### src/rtl/lp_csr_sequencer.sv
// Single-entry scheduler for CSR and landing-pad label ops onto the CSR buffer; holds the shadow LPLR.
// Optional commit watchdog enabled by defining LP_SEQ_WATCHDOG_EN.
module lp_csr_sequencer #(
  parameter int unsigned XLEN        = 64,
  parameter logic [11:0] LPLR_ADDR   = 12'h8A0,
  parameter bit          LP_PRIORITY = 1'b0,
  parameter int unsigned WDT_CYCLES  = 255
) (
  input  logic              clk_i,
  input  logic              rst_ni,
  input  logic              flush_i,
  input  logic              csr_req_valid_i,
  output logic              csr_req_ready_o,
  input  logic [11:0]       csr_req_addr_i,
  input  logic [XLEN-1:0]   csr_req_wdata_i,
  input  logic              lp_req_valid_i,
  output logic              lp_req_ready_o,
  input  logic [1:0]        lp_req_op_i,
  input  logic [8:0]        lp_req_label_i,
  output logic              buf_valid_o,
  input  logic              buf_ready_i,
  output logic [11:0]       buf_addr_o,
  output logic [XLEN-1:0]   buf_wdata_o,
  output logic              buf_src_o,
  input  logic              commit_i,
  output logic [24:0]       lplr_o,
  output logic              lp_mismatch_o,
  output logic              busy_o,
  output logic              wdt_timeout_o
);

  typedef enum logic [1:0] {IDLE, ISSUE, WAIT_COMMIT} state_e;

  localparam logic [1:0] OP_CLL = 2'd3;

  state_e      state_q;
  logic        rr_last_lp_q;
  logic [1:0]  op_q;
  logic [8:0]  label_q;
  logic        grant_csr, grant_lp, accept;

  function automatic logic [24:0] lp_next(input logic [24:0] lplr, input logic [1:0] op,
                                          input logic [8:0] label);
    logic [24:0] r;
    r = lplr;
    case (op)
      2'd0:    r[8:0]   = label;
      2'd1:    r[16:9]  = label[7:0];
      2'd2:    r[24:17] = label[7:0];
      default: r = lplr;
    endcase
    return r;
  endfunction

  // Arbitration: only in IDLE and never during a flush; one grant at most.
  always_comb begin
    grant_csr = 1'b0;
    grant_lp  = 1'b0;
    if (state_q == IDLE && !flush_i) begin
      if (csr_req_valid_i && lp_req_valid_i) begin
        if (LP_PRIORITY || !rr_last_lp_q) grant_lp = 1'b1;
        else                              grant_csr = 1'b1;
      end else begin
        grant_csr = csr_req_valid_i;
        grant_lp  = lp_req_valid_i;
      end
    end
  end

  assign accept          = grant_csr | grant_lp;
  assign csr_req_ready_o = grant_csr;
  assign lp_req_ready_o  = grant_lp;
  assign busy_o          = (state_q != IDLE);

`ifdef LP_SEQ_WATCHDOG_EN
  localparam int unsigned WDT_W = 16;
  logic [WDT_W-1:0] wdt_cnt_q;
`else
  logic unused_wdt;
  assign unused_wdt    = ^WDT_CYCLES;
  assign wdt_timeout_o = 1'b0;
`endif

  // Op/label sidecar of the holding register; only meaningful while an LP op is held.
  always_ff @(posedge clk_i) begin
    if (accept) begin
      op_q    <= lp_req_op_i;
      label_q <= lp_req_label_i;
    end
  end

  always_ff @(posedge clk_i or negedge rst_ni) begin
    if (!rst_ni) begin
      state_q       <= IDLE;
      rr_last_lp_q  <= 1'b1;
      buf_valid_o   <= 1'b0;
      buf_addr_o    <= '0;
      buf_wdata_o   <= '0;
      buf_src_o     <= 1'b0;
      lplr_o        <= '0;
      lp_mismatch_o <= 1'b0;
`ifdef LP_SEQ_WATCHDOG_EN
      wdt_cnt_q     <= '0;
      wdt_timeout_o <= 1'b0;
`endif
    end else begin
      lp_mismatch_o <= 1'b0;
`ifdef LP_SEQ_WATCHDOG_EN
      wdt_timeout_o <= 1'b0;
`endif
      // Commit effect applies even when a flush lands in the same cycle.
      if (state_q == WAIT_COMMIT && commit_i && buf_src_o) begin
        if (op_q == OP_CLL) lp_mismatch_o <= (lplr_o[8:0] != label_q);
        else                lplr_o        <= buf_wdata_o[24:0];
      end
      if (flush_i) begin
        state_q     <= IDLE;
        buf_valid_o <= 1'b0;
      end else begin
        case (state_q)
          IDLE: if (accept) begin
            state_q      <= ISSUE;
            buf_valid_o  <= 1'b1;
            buf_src_o    <= grant_lp;
            rr_last_lp_q <= grant_lp;
            if (grant_lp) begin
              buf_addr_o  <= LPLR_ADDR;
              buf_wdata_o <= {{(XLEN-25){1'b0}}, lp_next(lplr_o, lp_req_op_i, lp_req_label_i)};
            end else begin
              buf_addr_o  <= csr_req_addr_i;
              buf_wdata_o <= csr_req_wdata_i;
            end
          end
          ISSUE: if (buf_ready_i) begin
            state_q     <= WAIT_COMMIT;
            buf_valid_o <= 1'b0;
`ifdef LP_SEQ_WATCHDOG_EN
            wdt_cnt_q   <= '0;
`endif
          end
          WAIT_COMMIT: begin
            if (commit_i) state_q <= IDLE;
`ifdef LP_SEQ_WATCHDOG_EN
            else if (wdt_cnt_q == WDT_W'(WDT_CYCLES - 1)) begin
              state_q       <= IDLE;
              wdt_timeout_o <= 1'b1;
            end else begin
              wdt_cnt_q <= wdt_cnt_q + 1'b1;
            end
`endif
          end
          default: state_q <= IDLE;
        endcase
      end
    end
  end

endmodule

### config.mk
export PLATFORM = sky130hd
export DESIGN_NAME = lp_csr_sequencer
export DESIGN_NICKNAME = d
export VERILOG_FILES = /design/src/rtl/lp_csr_sequencer.sv
export SDC_FILE = /design/constraint.sdc
export NUM_CORES = 1
export LEC_CHECK = 0
export CORE_ASPECT_RATIO = 1.25
export CORE_MARGIN = 4
export CORE_UTILIZATION = 40
export DETAILED_ROUTE_END_ITERATION = 7
export PLACE_DENSITY = 0.74
export SYNTH_ARGS = -nofsm -noshare
export SYNTH_HDL_FRONTEND = slang
export SYNTH_SLANG_ARGS = --single-unit
### constraint.sdc
create_clock -name clk_i -period 3 [get_ports clk_i]
set_input_delay 0.6 -clock clk_i [delete_from_list [all_inputs] [get_ports clk_i]]
set_output_delay 0.6 -clock clk_i [all_outputs]
set_load 0.005 [all_outputs]
==> metrics.txt, run 1 <==
status finished, final reports clean; Worst Tran Pin Value 1.18 ns; FF-to-FF path depth 4; post-cts gate resize count 0; maximum vdd ir drop 0.000325 V; I/O pin count 202; CP most frequent cell clkdlybuf4s50_1; pwr dens 761 nW/µm²; Syn Inst Count 412; CTS Root Cell clkbuf_16; Post-DRT Antenna Nets 0; min-delay worst type in -> async; Worst EP arrival 2.17 ns; # DRC 0; drt via density 5.72; GRT overflow 0; crit path cell chain clkdlybuf4s50_1 > or3_1 > or2_1 > inv_1 > clkdlybuf4s50_1; Peak Freq 361 MHz; Setup Buffers After CTS 0; Comb power frac 0.292; Seq pwr share 0.395; pins over their slew limit 0; RSZ-0062 raised after global routing false; EDFF count, synth 11; Reg-to-Reg Start state_q[1]; Final min period 2.77 ns; row cnt 46; share of post-route cells with drive strength above 1 0.136; CP Capture Type primary output; CTS tree built; Mapped Avg Cell Area 12.6 µm²; Worst setup SP type primary input; period utilisation layout 0.922; Synthesis Warnings 0; nets@finish 698; initial antenna violation count 0; DRT Wirelength 16100 µm; core box area 12700 µm²; clk_skew 0.00952 ns; Internal Power 0.00430 W; hold buffers post-CTS 0; Mapped Nets 506; Top FF cell, synth dfrtp_1; DR WL/cell 20.5 µm; GRT Max-Usage Layer met2; crit-path max FO 2; CTS Buf Count 17; Syn Std Cell Area 5200 µm²; Yosys reg bits 118; sequential area share after synthesis 0.579; via count 4494; first-pass GRT wire length 24700 µm; Reg clk slew, reported paths 0.06 ns; die span in y 135 µm; Critical Path RT 2.40 ns; die area 14900 µm²; final setup fails 0; CP startpoint flush_i; Sw Pwr 0.00172 W; violation count after the first detailed-route iteration 277; post-synth top area share 0.510; Slew headroom 0.210; synth top area cells dfrtp_1, a22o_1, edfxtp_1; grt met3 use 0.0768; Clock Tree Buf Depth 2; Yosys top cell by area dfrtp_1; clock group share of total power 0.313; Hold Vio Cnt, Final 0; H-tree depth 4; I/O Buffers 200; Die X 110 µm; Worst-Skew Late Latency 0.41 ns; sw frac 0.286; CP peak stage delay 0.50 ns; Sink Count 118; final design utilization 0.622; initial core utilization 0.409; M2 GR Usage 0.344; Synth cell types 41; final estimated routing congestion in global placement 0.848; drt first pass iters 5; setup TNS 0 ns; share of flip-flops with an asynchronous set or reset 0.907; total track usage 0.217; Leakage 3.31 nW; met1 Use GR 0.271; Area growth syn-to-layout 52.1%; number of global-route vias before repair 4680; max-cap viol count 0; largest net degree at the start of global routing 53; Antenna Cells 0; WS Path Type in -> out; Detailed Place HPWL 11300 µm; Slowest cell on crit path clkdlybuf4s50_1
-- flip-flops by register name, summed over array words and instances (netlist names), 2 cells and up --
| register | count |
|---|---|
| buf_addr_o | 12 |
| label_q | 9 |
| state_q | 2 |
| lplr_o | 25 |
| op_q | 2 |
| buf_wdata_o | 64 |
-- power by group through the flow --
stage	logic [W]	clock network, W	registers [W]
after floorplan	0.000629	0	0.00234
after global placement	0.00174	0	0.00239
after detailed placement	0.00177	0	0.00239
after CTS	0.00178	0.00192	0.00238
after global routing	0.00190	0.00199	0.00243
final	0.00176	0.00188	0.00238
-- synth_stat cells, types with 2 or more instances --
| library cell | n |
|---|---|
| a21oi_1 | 2 |
| o21ai_0 | 3 |
| nand2b_1 | 4 |
| o22a_1 | 3 |
| o31ai_1 | 25 |
| nor2_1 | 3 |
| xor2_1 | 9 |
| dfrtp_1 | 106 |
| edfxtp_1 | 11 |
| buf_4 | 3 |
| and3b_1 | 16 |
| a22o_1 | 48 |
| nand4_1 | 25 |
| buf_6 | 4 |
| clkbuf_1 | 26 |
| a2111oi_0 | 26 |
| nor3_1 | 2 |
| a31oi_1 | 25 |
| nand2_1 | 2 |
| inv_1 | 3 |
| mux2_2 | 25 |
| buf_2 | 13 |
| o21a_1 | 10 |
-- per-stage QoR --
step / std cells / setup slack [ns] / cell area [µm²] / hold slack [ns] / power [W]
3_5_place_dp: 753 / 0.234 / 7350 / 0.484 / 0.00417
3_3_place_gp: 753 / 0.246 / 7350 / 0.483 / 0.00412
6_report: 785 / 0.233 / 7910 / 0.171 / 0.00602
2_1_floorplan: 412 / 0.930 / 5200 / 0.304 / 0.00297
5_1_grt: 785 / 0.184 / 7910 / 0.182 / 0.00632
4_1_cts: 785 / 0.226 / 7910 / 0.163 / 0.00607
-- cells in the final DEF, fill, tap and decap left out, types with 4 or more instances in the layout --
| cell | netlist | final |
|---|---|---|
| mux2_2 | 25 | 25 |
| edfxtp_1 | 11 | 11 |
| nand4_1 | 25 | 25 |
| o21a_1 | 10 | 10 |
| clkbuf_16 | 0 | 17 |
| a31oi_1 | 25 | 25 |
| clkinv_4 | 0 | 6 |
| clkdlybuf4s50_1 | 0 | 199 |
| and3b_1 | 16 | 16 |
| buf_4 | 3 | 19 |
| a2111oi_0 | 26 | 26 |
| a22o_1 | 48 | 48 |
| dfrtp_1 | 106 | 106 |
| xor2_1 | 9 | 9 |
| o31ai_1 | 25 | 25 |
| nand2b_1 | 4 | 4 |
-- path summary, 6_finish.rpt --
check                           slack (ns)         endpoint
worst max-delay path                  0.23   lp_req_ready_o
worst min-delay path                  0.17  buf_wdata_o[11]
worst max register to register        1.05  buf_wdata_o[15]
worst min register to register        0.50    buf_addr_o[7]
max in group asynchronous             2.14       state_q[0]
min in group clk_i                    0.50    buf_addr_o[7]
-- cell type report --
| class | count | area, µm² |
|---|---|---|
| clock inverter | 14 | 130 |
| fill | 1023 | 4810 |
| multi-input combinational | 243 | 1960 |
| timing repair buffer | 219 | 2150 |
| tap | 168 | 210 |
| inverter | 5 | 18.8 |
| clock buffer | 18 | 429 |
| sequential | 118 | 3010 |
-- critical path: cells and delay by family --
kind / cells / cell delay [ns]
buf+inv: 3 / 0.99
simple gates: 2 / 0.58
-- per-layer routing --
| layer | up-vias | wire length, µm |
|---|---|---|
| met3 | 26 | 1710 |
| met4 | 0 | 228 |
| met1 | 2155 | 6300 |
| li1 | 2030 | - |
| met2 | 283 | 7830 |
| met5 | - | 0 |
-- cell families after synthesis --
| family | Yosys count | share of synthesized area |
|---|---|---|
| compound gates | 147 | 0.223 |
| flops | 118 | 0.579 |
| simple gates | 61 | 0.0806 |
| buf+inv | 51 | 0.0479 |
| mux | 25 | 0.0541 |
| xor+xnor | 9 | 0.0152 |
| other cells | 1 | 0.000721 |
No activity file was read; power rests on OpenSTA's default activity.
==> run 2, diff against run 1 <==
- CAP_MARGIN: not set -> 20
- CTS_CLUSTER_SIZE: not set -> 30
==> metrics.txt, run 2 (synthesized netlist as in run 1, its figures left out) <==
setup TNS 0 ns; most common cell after layout, fill and taps aside clkdlybuf4s50_1; Die X 110 µm; Slowest cell on crit path clkdlybuf4s50_1; total track usage 0.217; row cnt 46; final design utilization 0.623; max FFs per register 64; DR WL/cell 20.5 µm; crit path cell chain clkdlybuf4s50_1 > or3_1 > or2_1 > inv_1 > clkdlybuf4s50_1; CP peak stage delay 0.50 ns; grt met3 use 0.0768; crit-path max FO 2; Worst setup SP type primary input; Antenna Cells 0; Sink Count 118; drt via density 5.73; status finished, final reports clean; initial antenna violation count 0; die area 14900 µm²; CTS Buf Count 17; initial core utilization 0.409; core box area 12700 µm²; # DRC 0; Post-DRT Antenna Nets 0; maximum vdd ir drop 0.000326 V; I/O pin count 202; Critical Path RT 2.40 ns; GRT overflow 0; Slew headroom 0.540; Worst EP arrival 2.17 ns; M2 GR Usage 0.344; CP most frequent cell clkdlybuf4s50_1; final instance area 7920 µm²; FF/Latch Area 3010 µm²; final setup fails 0; period utilisation layout 0.923; Clock Tree Buf Depth 2; drt first pass iters 5; max-cap viol count 0; I/O Buffers 200; number of global-route vias before repair 4680; GRT Max-Usage Layer met2; H-tree depth 4; Setup Buffers After CTS 0; Reg with most FFs buf_wdata_o; Final min period 2.77 ns; share of post-route cells with drive strength above 1 0.138; Detailed Place HPWL 11300 µm; Worst Tran Pin Value 0.688 ns; min-delay worst type in -> async; Largest regs buf_wdata_o: 64 flops, lplr_o: 25 flops, buf_addr_o: 12 flops; pwr dens 761 nW/µm²; met1 Use GR 0.271; area post-placement 7350 µm²; Reg clk slew, reported paths 0.06 ns; Peak Freq 361 MHz; hold buffers post-CTS 0; pins over their slew limit 0; WS Path Type in -> out; slack of the worst reg-to-reg path 1.05 ns; Leakage 3.31 nW; nets@finish 699; largest net degree at the start of global routing 53; final estimated routing congestion in global placement 0.848; CP Capture Type primary output; post-cts gate resize count 0; violation count after the first detailed-route iteration 226; first-pass GRT wire length 24700 µm; CTS Root Cell clkbuf_16; worst path bufs/invs 3; via count 4504; RSZ-0062 raised after global routing false; DRT Wirelength 16100 µm; die span in y 135 µm; Area growth syn-to-layout 52.3%; Largest delay share family, worst path buffers and inverters; Hold Vio Cnt, Final 0; area taken by multi-input logic gates 1960 µm²; clk_skew 0.00851 ns; commonest non-fill, non-tap cells in the layout clkdlybuf4s50_1, dfrtp_1, a22o_1, a2111oi_0; Worst-Skew Late Latency 0.41 ns; fill cell total of the finished layout 1019; CTS tree built
run 2: final cells by class:
class                      count  area share
timing repair buffer         220       0.274
clock buffer                  18      0.0542
clock inverter                14      0.0164
tap                          168      0.0265
sequential                   118       0.380
multi-input combinational    243       0.247
inverter                       5     0.00237
run 2: where the power goes:
part / total, W / switching (W) / internal, W
sequential: 0.00238 / 0.000349 / 0.00203
combinational: 0.00177 / 0.000632 / 0.00114
clock: 0.00188 / 0.000739 / 0.00114
run 2: worst paths after layout:
kind                                from              end  cells past startpoint
setup / recovery                 flush_i   lp_req_ready_o                      5
hold / removal                    rst_ni  buf_wdata_o[12]                      1
min in group clk_i         buf_addr_o[7]    buf_addr_o[7]                      1
setup reg to reg              state_q[1]  buf_wdata_o[15]                      4
max in group asynchronous         rst_ni       state_q[0]                      2
hold reg to reg            buf_addr_o[7]    buf_addr_o[7]                      1
run 2: through the flow:
stage,std cells,setup WS [ns],hold WS (ns),power (W)
global placement,753,0.246,0.483,0.00412
global route,786,0.184,0.182,0.00633
detailed placement,753,0.234,0.484,0.00417
floorplan,412,0.930,0.304,0.00297
CTS,785,0.226,0.163,0.00607
finish,786,0.232,0.166,0.00603
run 2: layer usage:
layer	share of wire	vias to the layer above	wire length [µm]
met2	0.49	289	7860
met3	0.11	33	1800
met1	0.38	2154	6210
met5	0	-	0
li1	-	2028	-
met4	0.017	0	269
